**src/rtl/events_rate_window.sv**
```systemverilog
`default_nettype none
// ============================================================================
// Module      : events_rate_window
// Description : Multi-channel event-rate meter. It counts event strobes over a
//               programmable window and snapshots all channels at window end.
// Revision    : 1.0 - initial release
// ============================================================================
module events_rate_window #(
    parameter int CHANNEL_NUMBER = 2,
    parameter int COUNTER_LENGTH = 24,
    parameter int WINDOW_LENGTH  = 32,
    parameter bit SATURATE       = 1'b1
) (
    input  logic                                           clk,
    input  logic                                           reset,
    input  logic                                           clear,
    input  logic                                           start,
    input  logic                                           continuous,
    input  logic [WINDOW_LENGTH-1:0]                       window_value,
    input  logic [CHANNEL_NUMBER-1:0]                      enable,
    input  logic                                           read,
    output logic [CHANNEL_NUMBER-1:0][COUNTER_LENGTH-1:0]  event_count,
    output logic [CHANNEL_NUMBER-1:0]                      overflow,
    output logic                                           events_rate_ready,
    output logic                                           missed,
    output logic                                           busy
);

    typedef enum logic [0:0] {
        S_IDLE  = 1'b0,
        S_COUNT = 1'b1
    } state_t;

    localparam logic [WINDOW_LENGTH-1:0]  C_WIN_ONE = WINDOW_LENGTH'(1);
    localparam logic [COUNTER_LENGTH-1:0] C_CNT_ONE = COUNTER_LENGTH'(1);

    state_t                                        state_q;
    logic [WINDOW_LENGTH-1:0]                      win_len_q;
    logic [WINDOW_LENGTH-1:0]                      time_q;
    logic [CHANNEL_NUMBER-1:0][COUNTER_LENGTH-1:0] acc_q;
    logic [CHANNEL_NUMBER-1:0][COUNTER_LENGTH-1:0] acc_d;
    logic [CHANNEL_NUMBER-1:0]                     ovf_q;
    logic [CHANNEL_NUMBER-1:0]                     ovf_d;
    logic [WINDOW_LENGTH-1:0]                      win_len_d;
    logic                                          last_d;

    // A zero-length request would never terminate, so it runs as one cycle.
    assign win_len_d = (window_value == '0) ? C_WIN_ONE : window_value;
    assign last_d    = (state_q == S_COUNT) && (time_q == (win_len_q - C_WIN_ONE));
    assign busy      = (state_q == S_COUNT);

    // Accumulator value including this cycle's strobe, with saturate/wrap applied.
    always_comb begin
        acc_d = acc_q;
        ovf_d = ovf_q;
        for (int i = 0; i < CHANNEL_NUMBER; i++) begin
            if (enable[i]) begin
                if (&acc_q[i]) begin
                    ovf_d[i] = 1'b1;
                    acc_d[i] = SATURATE ? acc_q[i] : '0;
                end else begin
                    acc_d[i] = acc_q[i] + C_CNT_ONE;
                end
            end
        end
    end

    always_ff @(posedge clk) begin
        if (reset || clear) begin
            state_q           <= S_IDLE;
            win_len_q         <= '0;
            time_q            <= '0;
            acc_q             <= '0;
            ovf_q             <= '0;
            event_count       <= '0;
            overflow          <= '0;
            events_rate_ready <= 1'b0;
            missed            <= 1'b0;
        end else begin
            case (state_q)
                S_IDLE: begin
                    if (start) begin
                        state_q   <= S_COUNT;
                        win_len_q <= win_len_d;
                        time_q    <= '0;
                        acc_q     <= '0;
                        ovf_q     <= '0;
                    end
                end
                S_COUNT: begin
                    if (last_d) begin
                        time_q <= '0;
                        acc_q  <= '0;
                        ovf_q  <= '0;
                        if (continuous) begin
                            win_len_q <= win_len_d;
                        end else begin
                            state_q <= S_IDLE;
                        end
                    end else begin
                        time_q <= time_q + C_WIN_ONE;
                        acc_q  <= acc_d;
                        ovf_q  <= ovf_d;
                    end
                end
                default: state_q <= S_IDLE;
            endcase

            // A snapshot takes precedence over a coincident read.
            if (last_d) begin
                event_count       <= acc_d;
                overflow          <= ovf_d;
                events_rate_ready <= 1'b1;
                if (events_rate_ready && !read) begin
                    missed <= 1'b1;
                end
            end else if (read) begin
                events_rate_ready <= 1'b0;
            end
        end
    end

endmodule
`default_nettype wire

```
**config.mk**
```make
export PLATFORM = sky130hd
export DESIGN_NAME = events_rate_window
export DESIGN_NICKNAME = d
export VERILOG_FILES = /design/src/rtl/events_rate_window.sv
export SDC_FILE = /design/constraint.sdc
export NUM_CORES = 1
export LEC_CHECK = 0
export ABC_CLOCK_PERIOD_IN_PS = 9200
export BUFFER_PORTS_ARGS = -buffer_cell sky130_fd_sc_hd__buf_2
export CORE_UTILIZATION = 30
export DETAILED_ROUTE_END_ITERATION = 10
export MAX_ROUTING_LAYER = met4
export PLACE_DENSITY = 0.52
export SYNTH_ARGS = -nofsm -noshare
export SYNTH_HDL_FRONTEND = slang
export SYNTH_SLANG_ARGS = --single-unit
```
**constraint.sdc**
```tcl
create_clock -name clk -period 9.2 [get_ports clk]
set_input_delay 1.84 -clock clk [delete_from_list [all_inputs] [get_ports clk]]
set_output_delay 1.84 -clock clk [all_outputs]
set_load 0.05 [all_outputs]
```
Word-level counts from Yosys, hierarchy flattened
Index checks and enable logic that the tools add are counted.
- register bits: 167
- input port bits: 40
- output and inout port bits: 53
- logic and storage cells: 58
- $add $sub $neg: 4
- equal/unequal tests: 4
- mux-type cells: 28
- bitwise operators: 1
- reduce and logical (&&, ||, !) cells: 10
- operator list (cell ; count):
    $mux W32 ; 6
    $pmux W32 S2 ; 2
    $mux W24 ; 4
    $mux W48 ; 2
    $pmux W48 S2 ; 1
    $add A24 B1 Y24 const B ; 2
    $reduce_and A24 Y1 ; 2
    $add A32 B1 Y32 const B ; 1
    $eq A32 B32 Y1 ; 1
    $logic_not A32 Y1 ; 1
    $sub A32 B1 Y32 const B ; 1
    $mux W1 ; 9
    $mux W2 ; 2
    $ne A2 B2 Y1 const B ; 2
    $pmux W2 S2 ; 1
    $reduce_and A3 Y1 ; 1
    $logic_and A1 B1 Y1 ; 2
    $ne A2 B1 Y1 const B ; 1
    $pmux W1 S2 ; 1
    $reduce_and A2 Y1 ; 1
    $reduce_bool A2 Y1 ; 1
    $logic_not A1 Y1 ; 1
    $logic_or A1 B1 Y1 ; 1
    $not A1 Y1 ; 1

Longest topological paths before layout
Gate-level depths: netlist of the first run.
- depth in word-level cells: 5
- gate-level depth with buffers: 14
- gate-level depth less buffers: 11

Worst setup path after synthesis of the first run
No wires, ideal clock.
- path type: reg-to-reg
- start: register win_len_q[0]
- end: register acc_q[34] in the netlist's numbering
- setup time: 0.130 ns
- arrival: 3.644 ns
- required time: 9.070 ns
- setup slack: 5.425 ns
- stages on the path, launching flop included: 15
- path buffers: 3
- period minus slack after synthesis: 3.775 ns
- cells stage by stage: dfxtp_1 -> inv_1 -> ha_1 -> or4b_1 -> buf_2 -> or4_4 -> or3_1 -> and3_1 -> o31a_1 -> nor4_4 -> a311oi_2 -> buf_2 -> buf_2 -> a31oi_1 -> o31ai_1
- longest elaborated chain between the ends: 5
- ends and longest elaborated chain (what ; line ; text):
    start, declared ; 38 ; logic [WINDOW_LENGTH-1:0] win_len_q;
    start signal, assigned ; 84 ; win_len_q <= win_len_d;
    start signal, assigned ; 96 ; win_len_q <= win_len_d;
    $sub A32 B1 Y32 ; 49 ; assign last_d = (state_q == S_COUNT) && (time_q == (win_len_q - C_WIN_ONE));
    $eq A32 B32 Y1 ; 49 ;
    $logic_and A1 B1 Y1 ; 49 ;
    $mux W48 ; 91 ; if (last_d) begin
    $pmux W48 S2 ; 80 ; case (state_q)
    end signal, assigned ; 86 ; acc_q <= '0;
    end signal, assigned ; 93 ; acc_q <= '0;
    end signal, assigned ; 102 ; acc_q <= acc_d;
    end, declared ; 40 ; logic [CHANNEL_NUMBER-1:0][COUNTER_LENGTH-1:0] acc_q;
No other way between the ends.
A chain may end at the register's enable or synchronous reset.

Worst setup path in the final report of the first run
- start: register win_len_q[0]
- end: register time_q[14]
- longest elaborated chain between the ends: 5
- ends and longest elaborated chain (what ; line ; text):
    $sub A32 B1 Y32 ; 49 ;
    $eq A32 B32 Y1 ; 49 ;
    $logic_and A1 B1 Y1 ; 49 ;
    $mux W32 ; 91 ;
    $pmux W32 S2 ; 80 ;
    end signal, assigned ; 101 ; time_q <= time_q + C_WIN_ONE;
    end, declared ; 39 ; logic [WINDOW_LENGTH-1:0] time_q;
No other way between the ends.

==> results of run 1 <==
routing by layer:
layer / vias to the layer above / share of wire / track usage
met3: 29 / 0.040 / 0.0277
met1: 3780 / 0.52 / 0.221
met2: 180 / 0.42 / 0.239
met4: 0 / 0.016 / 0.0478
li1: 4163 / - / -
met5: - / 0 / -
layout make-up:
class | count | area [µm²]
clock buffers | 20 | 447
clock inverters | 12 | 135
fillers | 3201 | 19300
inverters | 29 | 109
multi-input cells | 864 | 5300
flip-flops and latches | 167 | 3340
well taps | 390 | 488
repair buffers | 104 | 551
metrics by stage:
| step | area, µm² | utilization | setup slack, ns | power (W) | std cells |
|---|---|---|---|---|---|
| finish | 10400 | 0.350 | 4.32 | 0.00160 | 1586 |
| global route | 10400 | 0.350 | 3.94 | 0.00167 | 1586 |
| CTS | 10400 | 0.350 | 4.32 | 0.00162 | 1586 |
| detailed placement | 9790 | 0.330 | 4.33 | 0.000888 | 1554 |
| global placement | 9790 | 0.330 | 4.41 | 0.000888 | 1554 |
| floorplan | 9030 | - | 5.43 | 0.000847 | 1138 |
worst max-delay path, cell delays in order (launching register included):
cell and delay (ns):
dfxtp_1 0.35, inv_1 0.09, ha_1 0.26, or4b_1 0.64, nor4_1 0.91, and4_1 0.32, o22a_1 0.13, nand4_1 0.11
nor3_1 0.58, a31oi_1 0.23, buf_4 0.21, nand2_1 0.64, o311ai_0 0.24
cells by family (layout without fill, tap and decap cells):
family | Yosys count | count (layout) | synth area share
muxes | 64 | 64 | 0.0713
buffers and inverters | 107 | 165 | 0.0471
xor gates and xnor gates | 89 | 89 | 0.0863
AOI/OAI and AO/OA | 184 | 184 | 0.134
DFF | 167 | 167 | 0.370
and+or+nand+nor | 523 | 523 | 0.286
adders and majority gates | 4 | 4 | 0.00554
power by group:
group | internal [W] | total [W] | switching, W
registers | 0.000727 | 0.000736 | 0.00000884
clock network | 0.000392 | 0.000727 | 0.000335
logic | 0.0000496 | 0.000136 | 0.0000862
path summary, 6_finish.rpt:
| path | end | slack (ns) | cells past startpoint |
|---|---|---|---|
| worst max-delay path | time_q[14] | 4.32 | 12 |
| worst min-delay path | overflow[1] | 0.45 | 2 |
| worst max register to register | time_q[14] | 4.32 | 12 |
| worst min register to register | overflow[1] | 0.45 | 2 |
flip-flops by register name, indices dropped and copies added, names as in the netlist:
register and cells:
missed 1, win_len_q 32, acc_q 48, overflow 2, ovf_q 2, events_rate_ready 1
time_q 32, busy 1, event_count 48
cells in the final DEF (no fill, tap or decap), types with 8 or more instances in the layout:
cell type,count
o311ai_0,12
a21oi_1,37
o21ai_0,55
nand2_1,123
and3_1,39
nor3_1,25
buf_2,92
a31oi_1,15
a221o_1,14
nor2_1,116
or2_2,8
nand3_1,104
mux2i_1,61
xor2_1,31
xnor2_1,58
inv_1,29
nor4_1,27
nand4_1,26
clkbuf_16,17
and4_1,9
or3_1,11
buf_4,12
dfxtp_1,167
==> results_dict.tcl, run 1 <==
set metrics [dict create \
    synth-edff-count 0 \
    clkLatencyLatePin_ns 0.43 \
    cts_hold_buf 0 \
    grt_antenna_before_repair 0 \
    slew_violations 0 \
    worstPathMaxFanout 24 \
    drcViolationCount 0 \
    ys_ff_latch 167 \
    clockBufferDepth 2 \
    avgSynthCellArea_um2 7.94 \
    setup_viol 0 \
    arrival_ns 5.15 \
    final.setup.tns_ns 0 \
    die-area_um2 30800 \
    grt_remaining_overflow 0 \
    dr.pass1.iters 5 \
    fmax_ghz 0.205 \
    slew_headroom 0.292 \
    min_from "overflow[1]" \
    hp-class "flop to flop" \
    initial_utilization 0.305 \
    antennaDiodeCount 0 \
    via_per_inst 5.14 \
    syn_inst 1138 \
    critPathLaunch "win_len_q[0]" \
    area_growth_pct 14.9 \
    yosys_warnings 0 \
    cts_root_buf "clkbuf_16" \
    critical_path_required_ns 9.47 \
    synthTopCellsByArea "dfxtp_1, mux2i_1, nand3_1" \
    yosysUniqueCellTypes 61 \
    core-area_um2 29600 \
    cap_violations 0 \
    post-dp-hpwl_um 16000 \
    dieWidth_um 176 \
    cts_made_buffers 17 \
    cts_num_sinks 167 \
    place.gp.congestion 0.914 \
    row_count 63 \
    die_h_um 176 \
    synth_nets 1182 \
    outcome "finished clean" \
    drt-total-wl_um 23400 \
    grt_pass1_vias 7362 \
    tightest_slew_ns 1.05 \
    worstSetupStartpointType "flop" \
    path_clk_slew_ns 0.07 \
    ys_seq_area_frac 0.370 \
    tritoncts "done" \
    wl_per_cell_um 14.7 \
    drt_iter0_drc 601 \
    period_share 0.531 \
    grt_max_degree 100 \
    grt_first_pass_wirelength_um 38600 \
    grt_setup_unrepaired "false" \
    route.vias.total 8152 \
    powerDensity_nw_per_um2 154 \
    hold_violations 0 \
    synth.most_common_cell "dfxtp_1" \
    port_buffers 92 \
    syn_area_um2 9030 \
    synth_common_cells "dfxtp_1, nand2_1, nor2_1, nand3_1, mux2i_1" \
    nNetsFinal 1227 \
    synth_top_area_frac 0.370 \
    critPathKind "flop to flop" \
    final.min_clock_period_ns 4.88 \
    synth-main-ff-cell "dfxtp_1" \
    ir_worst_vdd_mv 0.115 \
    cts_resized 0 \
    leakagePower_nw 4.21 \
    pin_count 93 \
    synth_top_area_cell "dfxtp_1" \
    layout-drive-gt1-share 0.127 \
    hold_ws_ns 0.447 \
    postCtsSetupRepairBufs 0 \
    antenna_left 0 \
    crit_path_end_kind "flop" \
    synth-async-reset-ratio 0 \
    r2r-start "win_len_q[0]" \
    track_usage 0.161 \
    htree_levels 4 \
    fin_worst_skew_ns 0.0131 \
]
No activity file was read; power rests on OpenSTA's default activity.
==> run 2: changes to the inputs <==
ABC_CLOCK_PERIOD_IN_PS = 4100   (was 9200)
PLACE_DENSITY = 0.54   (was 0.52)
clock period = 4.1 ns   (was 9.2 ns; I/O delays follow)
==> run 2 against run 1 <==
  * Setup slack got worse by 4.1 ns
  * Worst hold slack improved by 0.012 ns
  * Clock power increased by 120%
  * Cell count increased by 2.3%
  * Register-to-register slack got worse by 4.1 ns
  * Critical endpoint is now acc_q[13]
  * Non-clock buffer count increased by 36
  * Critical path depth unchanged
  * Largest cell class unchanged
==> results_dict.tcl, run 2 (same netlist as run 1, synthesis figures left out) <==
set metrics [dict create \
    slowest_delay_ns 0.51 \
    area_growth_pct 19.0 \
    grt_remaining_overflow 0 \
    drt-total-wl_um 23200 \
    cts_made_buffers 17 \
    grt_max_degree 64 \
    cp-endpoint "acc_q[13]" \
    wl_per_cell_um 14.3 \
    reg.largest.list "acc_q: 48 flops, event_count: 48 flops" \
    tightest_slew_ns 0.694 \
    tritoncts "done" \
    grt_first_pass_wirelength_um 37800 \
    final.setup.tns_ns 0 \
    fmax_ghz 0.260 \
    regToRegSetupSlack_ns 0.25 \
    period_share 0.939 \
    critPathKind "flop to flop" \
    via_per_inst 5.07 \
    clkLatencyLatePin_ns 0.43 \
    dieWidth_um 176 \
    crit_top_cell "buf_4" \
    route.vias.total 8222 \
    worstSetupStartpointType "flop" \
    place.gp.congestion 0.841 \
    crit_path_end_kind "flop" \
    layout-drive-gt1-share 0.154 \
    port_buffers 92 \
    cp_slowest_cell "or4_1" \
    cts_root_buf "clkbuf_16" \
    die-area_um2 30800 \
    ir_worst_vdd_mv 0.239 \
    slew_headroom 0.537 \
    post-dp-hpwl_um 16800 \
    worstReg2RegEnd "acc_q[13]" \
    initial_utilization 0.305 \
    fin_ws_ns 0.248 \
    critPathLaunch "win_len_q[12]" \
    hp-class "flop to flop" \
    dr.pass1.iters 5 \
    die_h_um 176 \
    grt_antenna_before_repair 0 \
    core-area_um2 29600 \
    track_usage 0.156 \
    cts_resized 0 \
    cts_hold_buf 0 \
    antennaDiodeCount 0 \
    pin_count 93 \
    slew_violations 0 \
    critical_path_required_ns 4.42 \
    antenna_left 0 \
    nNetsFinal 1263 \
    final.min_clock_period_ns 3.85 \
    worstPathMaxFanout 32 \
    r2r_cells 12 \
    fill_cells 3128 \
    path_cells "or3_1, or4_1, o31a_1, a2111oi_1, buf_4, o2111ai_1, nor3_1, buf_4, a311oi_4, buf_12, and3_1, a221o_1" \
    htree_levels 4 \
    mostFrequentLayoutCells "dfxtp_1, nand2_1, nor2_1" \
    final_common_cell "dfxtp_1" \
    fin_worst_skew_ns 0.0161 \
    drt_iter0_drc 556 \
    pre_cts_slack_ns 0.146 \
    r2r-start "win_len_q[12]" \
    clockBufferDepth 2 \
    outcome "finished clean" \
    grt_pass1_vias 7358 \
    row_count 63 \
    hold_violations 0 \
    drcViolationCount 0 \
    postCtsSetupRepairBufs 0 \
    hold_ws_ns 0.459 \
    leakagePower_nw 4.42 \
    cap_violations 0 \
    setup_viol 0 \
    path_clk_slew_ns 0.07 \
    arrival_ns 4.17 \
    grt_setup_unrepaired "false" \
    powerDensity_nw_per_um2 335 \
    cts_num_sinks 167 \
]
[run 2: cell count changes in the layout (fill, tap and decap cells not counted), sizes merged]
| cell | previous run | this run |
|---|---|---|
| buf | 104 | 140 |
| clkbuf | 20 | 18 |
| bufinv | 1 | 0 |
| clkinvlp | 0 | 3 |
[run 2: area by class of cell]
| cell class | count | area (µm²) | area share |
|---|---|---|---|
| repair buffers | 140 | 908 | 0.0845 |
| clock inverters | 14 | 154 | 0.0143 |
| clock buffers | 18 | 439 | 0.0409 |
| inverters | 29 | 109 | 0.0101 |
| multi-input cells | 864 | 5300 | 0.494 |
| flip-flops and latches | 167 | 3340 | 0.311 |
| well taps | 390 | 488 | 0.0454 |
[run 2: worst min path at each step]
| stage | start | end | slack [ns] | cells after the start |
|---|---|---|---|---|
| floorplan | win_len_q[31] | win_len_q[31] | 0.46 | 2 |
| global placement | missed | missed | 0.45 | 1 |
| detailed placement | overflow[1] | overflow[1] | 0.45 | 2 |
| CTS | overflow[1] | overflow[1] | 0.46 | 2 |
| global route | overflow[1] | overflow[1] | 0.47 | 2 |
| finish | overflow[1] | overflow[1] | 0.46 | 2 |
[run 2: stage by stage]
stage / instance area, µm² / std cells / util / total power (W)
after global routing: 10700 / 1622 / 0.363 / 0.00376
after detailed placement: 10100 / 1590 / 0.342 / 0.00203
after floorplan: 9030 / 1138 / - / 0.00190
after global placement: 10100 / 1590 / 0.342 / 0.00203
final: 10700 / 1622 / 0.363 / 0.00360
after CTS: 10700 / 1622 / 0.362 / 0.00364
[run 2: power breakdown]
group | switching (W) | internal, W | total (W)
Clock | 0.000772 | 0.000830 | 0.00160
Sequential | 0.0000147 | 0.00163 | 0.00165
Combinational | 0.000206 | 0.000142 | 0.000348
[run 2: per-layer routing]
metal	GRT usage	vias up	share of wire
met4	0.0326	0	0.0056
met2	0.234	174	0.43
met5	-	-	0
met1	0.215	3795	0.52
li1	-	4244	-
met3	0.0310	9	0.041
[run 2: critical path: cells and delay by family (launching register included)]
kind,cells,cell delay (ns)
AND/OR/NAND/NOR,4,1.42
AO/OA/AOI/OAI,5,1.32
buffers and inverters,3,0.62
flip-flops,1,0.38
==> run 3: changes to the inputs <==
SETUP_SLACK_MARGIN = 0.4   (was default)
==> run 3 against run 2 <==
  * Critical endpoint is now event_count[28]
  * Routed wire length up 5.8%
  * Worst hold slack gained 0.0074 ns
  * Global-route usage rose by 0.61 points
  * Largest power group unchanged
  * Clock skew rose by 0.0042 ns
  * Sequential share of layout area fell by 0.95 points
  * Setup slack improved by 0.26 ns
  * Critical path type unchanged
  * First-iteration DRC count decreased by 8.1%
  * Clock power hardly changed
  * Final area up 3.4%
  * Critical path depth up 2
  * Sequential power about the same
  * Total power grew 2.5%
==> results_dict.tcl, run 3 (same netlist as run 1, synthesis figures left out) <==
set metrics [dict create \
    outcome "finished clean" \
    leakagePower_nw 4.57 \
    grt_pass1_vias 7499 \
    fin_util 0.375 \
    drt_iter0_drc 511 \
    crit_path_end_kind "flop" \
    ir_worst_vdd_mv 0.236 \
    cts_root_buf "clkbuf_16" \
    critPathKind "flop to flop" \
    holdPathEnd "overflow[0]" \
    track_usage 0.162 \
    row_count 63 \
    nNetsFinal 1284 \
    powerDensity_nw_per_um2 332 \
    tritoncts "done" \
    drcViolationCount 0 \
    reg.largest.list "acc_q: 48 flops, event_count: 48 flops" \
    worstSetupStartpointType "flop" \
    setup_viol 0 \
    slew_violations 0 \
    fmax_ghz 0.278 \
    slew_headroom 0.439 \
    fill_cells 3140 \
    fin_worst_skew_ns 0.0203 \
    hold_violations 0 \
    min_from "overflow[0]" \
    ff_latch_area_um2 3350 \
    pin_count 93 \
    grt_antenna_before_repair 0 \
    cts_hold_buf 0 \
    clkLatencyLatePin_ns 0.45 \
    antennaDiodeCount 0 \
    grt_max_degree 63 \
    tightest_slew_ns 0.831 \
    hp-class "flop to flop" \
    grt_remaining_overflow 0 \
    path_clk_slew_ns 0.07 \
    wl_per_cell_um 15.0 \
    cp_slowest_cell "or4_4" \
    route.vias.total 8404 \
    die-area_um2 30800 \
    path_cells "inv_4, ha_4, or4b_4, or4_4, or3_1, and3_1, o31a_1, nor4_4, buf_4, nand4_1, buf_6, clkbuf_16, mux2i_1, nor2_1" \
    dpl_cell_area_um2 10200 \
    drt-total-wl_um 24600 \
    dieWidth_um 176 \
    worstReg2RegEnd "event_count[28]" \
    port_buffers 92 \
    post-dp-hpwl_um 17000 \
    period_share 0.877 \
    antenna_left 0 \
    worstPathMaxFanout 15 \
    via_per_inst 5.12 \
    area_growth_pct 23.0 \
    final.min_clock_period_ns 3.59 \
    clockBufferDepth 2 \
    multi_input_area_um2 5440 \
    die_h_um 176 \
    r2r-start "win_len_q[1]" \
    initial_utilization 0.305 \
    grt_first_pass_wirelength_um 39300 \
    r2r_cells 14 \
    stdcell_area_um2 11100 \
    place.gp.congestion 0.839 \
    regToRegSetupSlack_ns 0.51 \
    final.setup.tns_ns 0 \
    final_common_cell "dfxtp_1" \
    cts_num_sinks 167 \
    htree_levels 4 \
    core-area_um2 29600 \
    dr.pass1.iters 7 \
    critPathLaunch "win_len_q[1]" \
    cts_made_buffers 17 \
    whs_path_depth 2 \
    mostFrequentLayoutCells "dfxtp_1, nand2_1, nor2_1" \
    arrival_ns 3.90 \
    critical_path_required_ns 4.40 \
    grt_setup_unrepaired "true" \
    cap_violations 0 \
    layout-drive-gt1-share 0.184 \
    slowest_delay_ns 0.49 \
]
## run 3: cell count changes in the layout (fill, tap and decap cells not counted), moves of 4 or more
cell / change
nor4_1: -4
buf_6: +5
buf_4: +10
nor4_2: +4
## run 3: how the worst max path moves through the flow
stage / to / slack (ns) / cells past startpoint
global placement: win_len_q[0] / 0.11 / 11
global route: event_count[12] / 0.34 / 14
CTS: win_len_q[0] / 0.41 / 11
detailed placement: win_len_q[0] / -0.009 / 11
floorplan: acc_q[34] / 0.46 / 14
finish: event_count[28] / 0.51 / 14
## run 3: what timing repair did
item                                    4_1_cts  5_1_grt
endpoints found under the setup margin      125      133
gates cloned                                  1        5
buffers inserted                              5        6
resized for setup                            21       20
pin swaps                                     6       13
## run 3: cell type report
type	count	area share
repair buffers	160	0.103
multi-input cells	865	0.489
inverters	29	0.0102
clock inverters	11	0.0120
clock buffers	20	0.0402
well taps	390	0.0439
flip-flops and latches	167	0.302
## run 3: power breakdown
group | total, W | switching, W | leakage [nW] | internal [W]
Clock | 0.00163 | 0.000747 | 0.282 | 0.000878
Sequential | 0.00165 | 0.0000147 | 1.35 | 0.00163
Combinational | 0.000417 | 0.000238 | 2.94 | 0.000178
Total | 0.00369 | 0.00100 | 4.57 | 0.00269
## run 3: critical path: cells and delay by family, from the launching register on
kind / cells / cell delay, ns
adders and majority gates: 1 / 0.12
AOI/OAI and AO/OA: 1 / 0.30
DFF: 1 / 0.36
muxes: 1 / 0.15
and+or+nand+nor: 7 / 1.89
buffers and inverters: 4 / 0.64
## run 3: through the flow
| step | cells | hold slack (ns) | worst slack [ns] | total power [W] |
|---|---|---|---|---|
| after floorplan | 1138 | 0.463 | 0.464 | 0.00190 |
| after global placement | 1594 | 0.448 | 0.114 | 0.00203 |
| after CTS | 1631 | 0.472 | 0.410 | 0.00369 |
| after global routing | 1642 | 0.477 | 0.340 | 0.00383 |
| final | 1642 | 0.466 | 0.505 | 0.00369 |
| after detailed placement | 1594 | 0.452 | -0.00935 | 0.00204 |
## run 3: routing by layer
layer	vias up	global-route usage	routed length [µm]
met5	-	-	0
met4	0	0.0395	221
met3	19	0.0242	961
met2	187	0.250	10900
met1	3910	0.221	12500
li1	4288	-	-
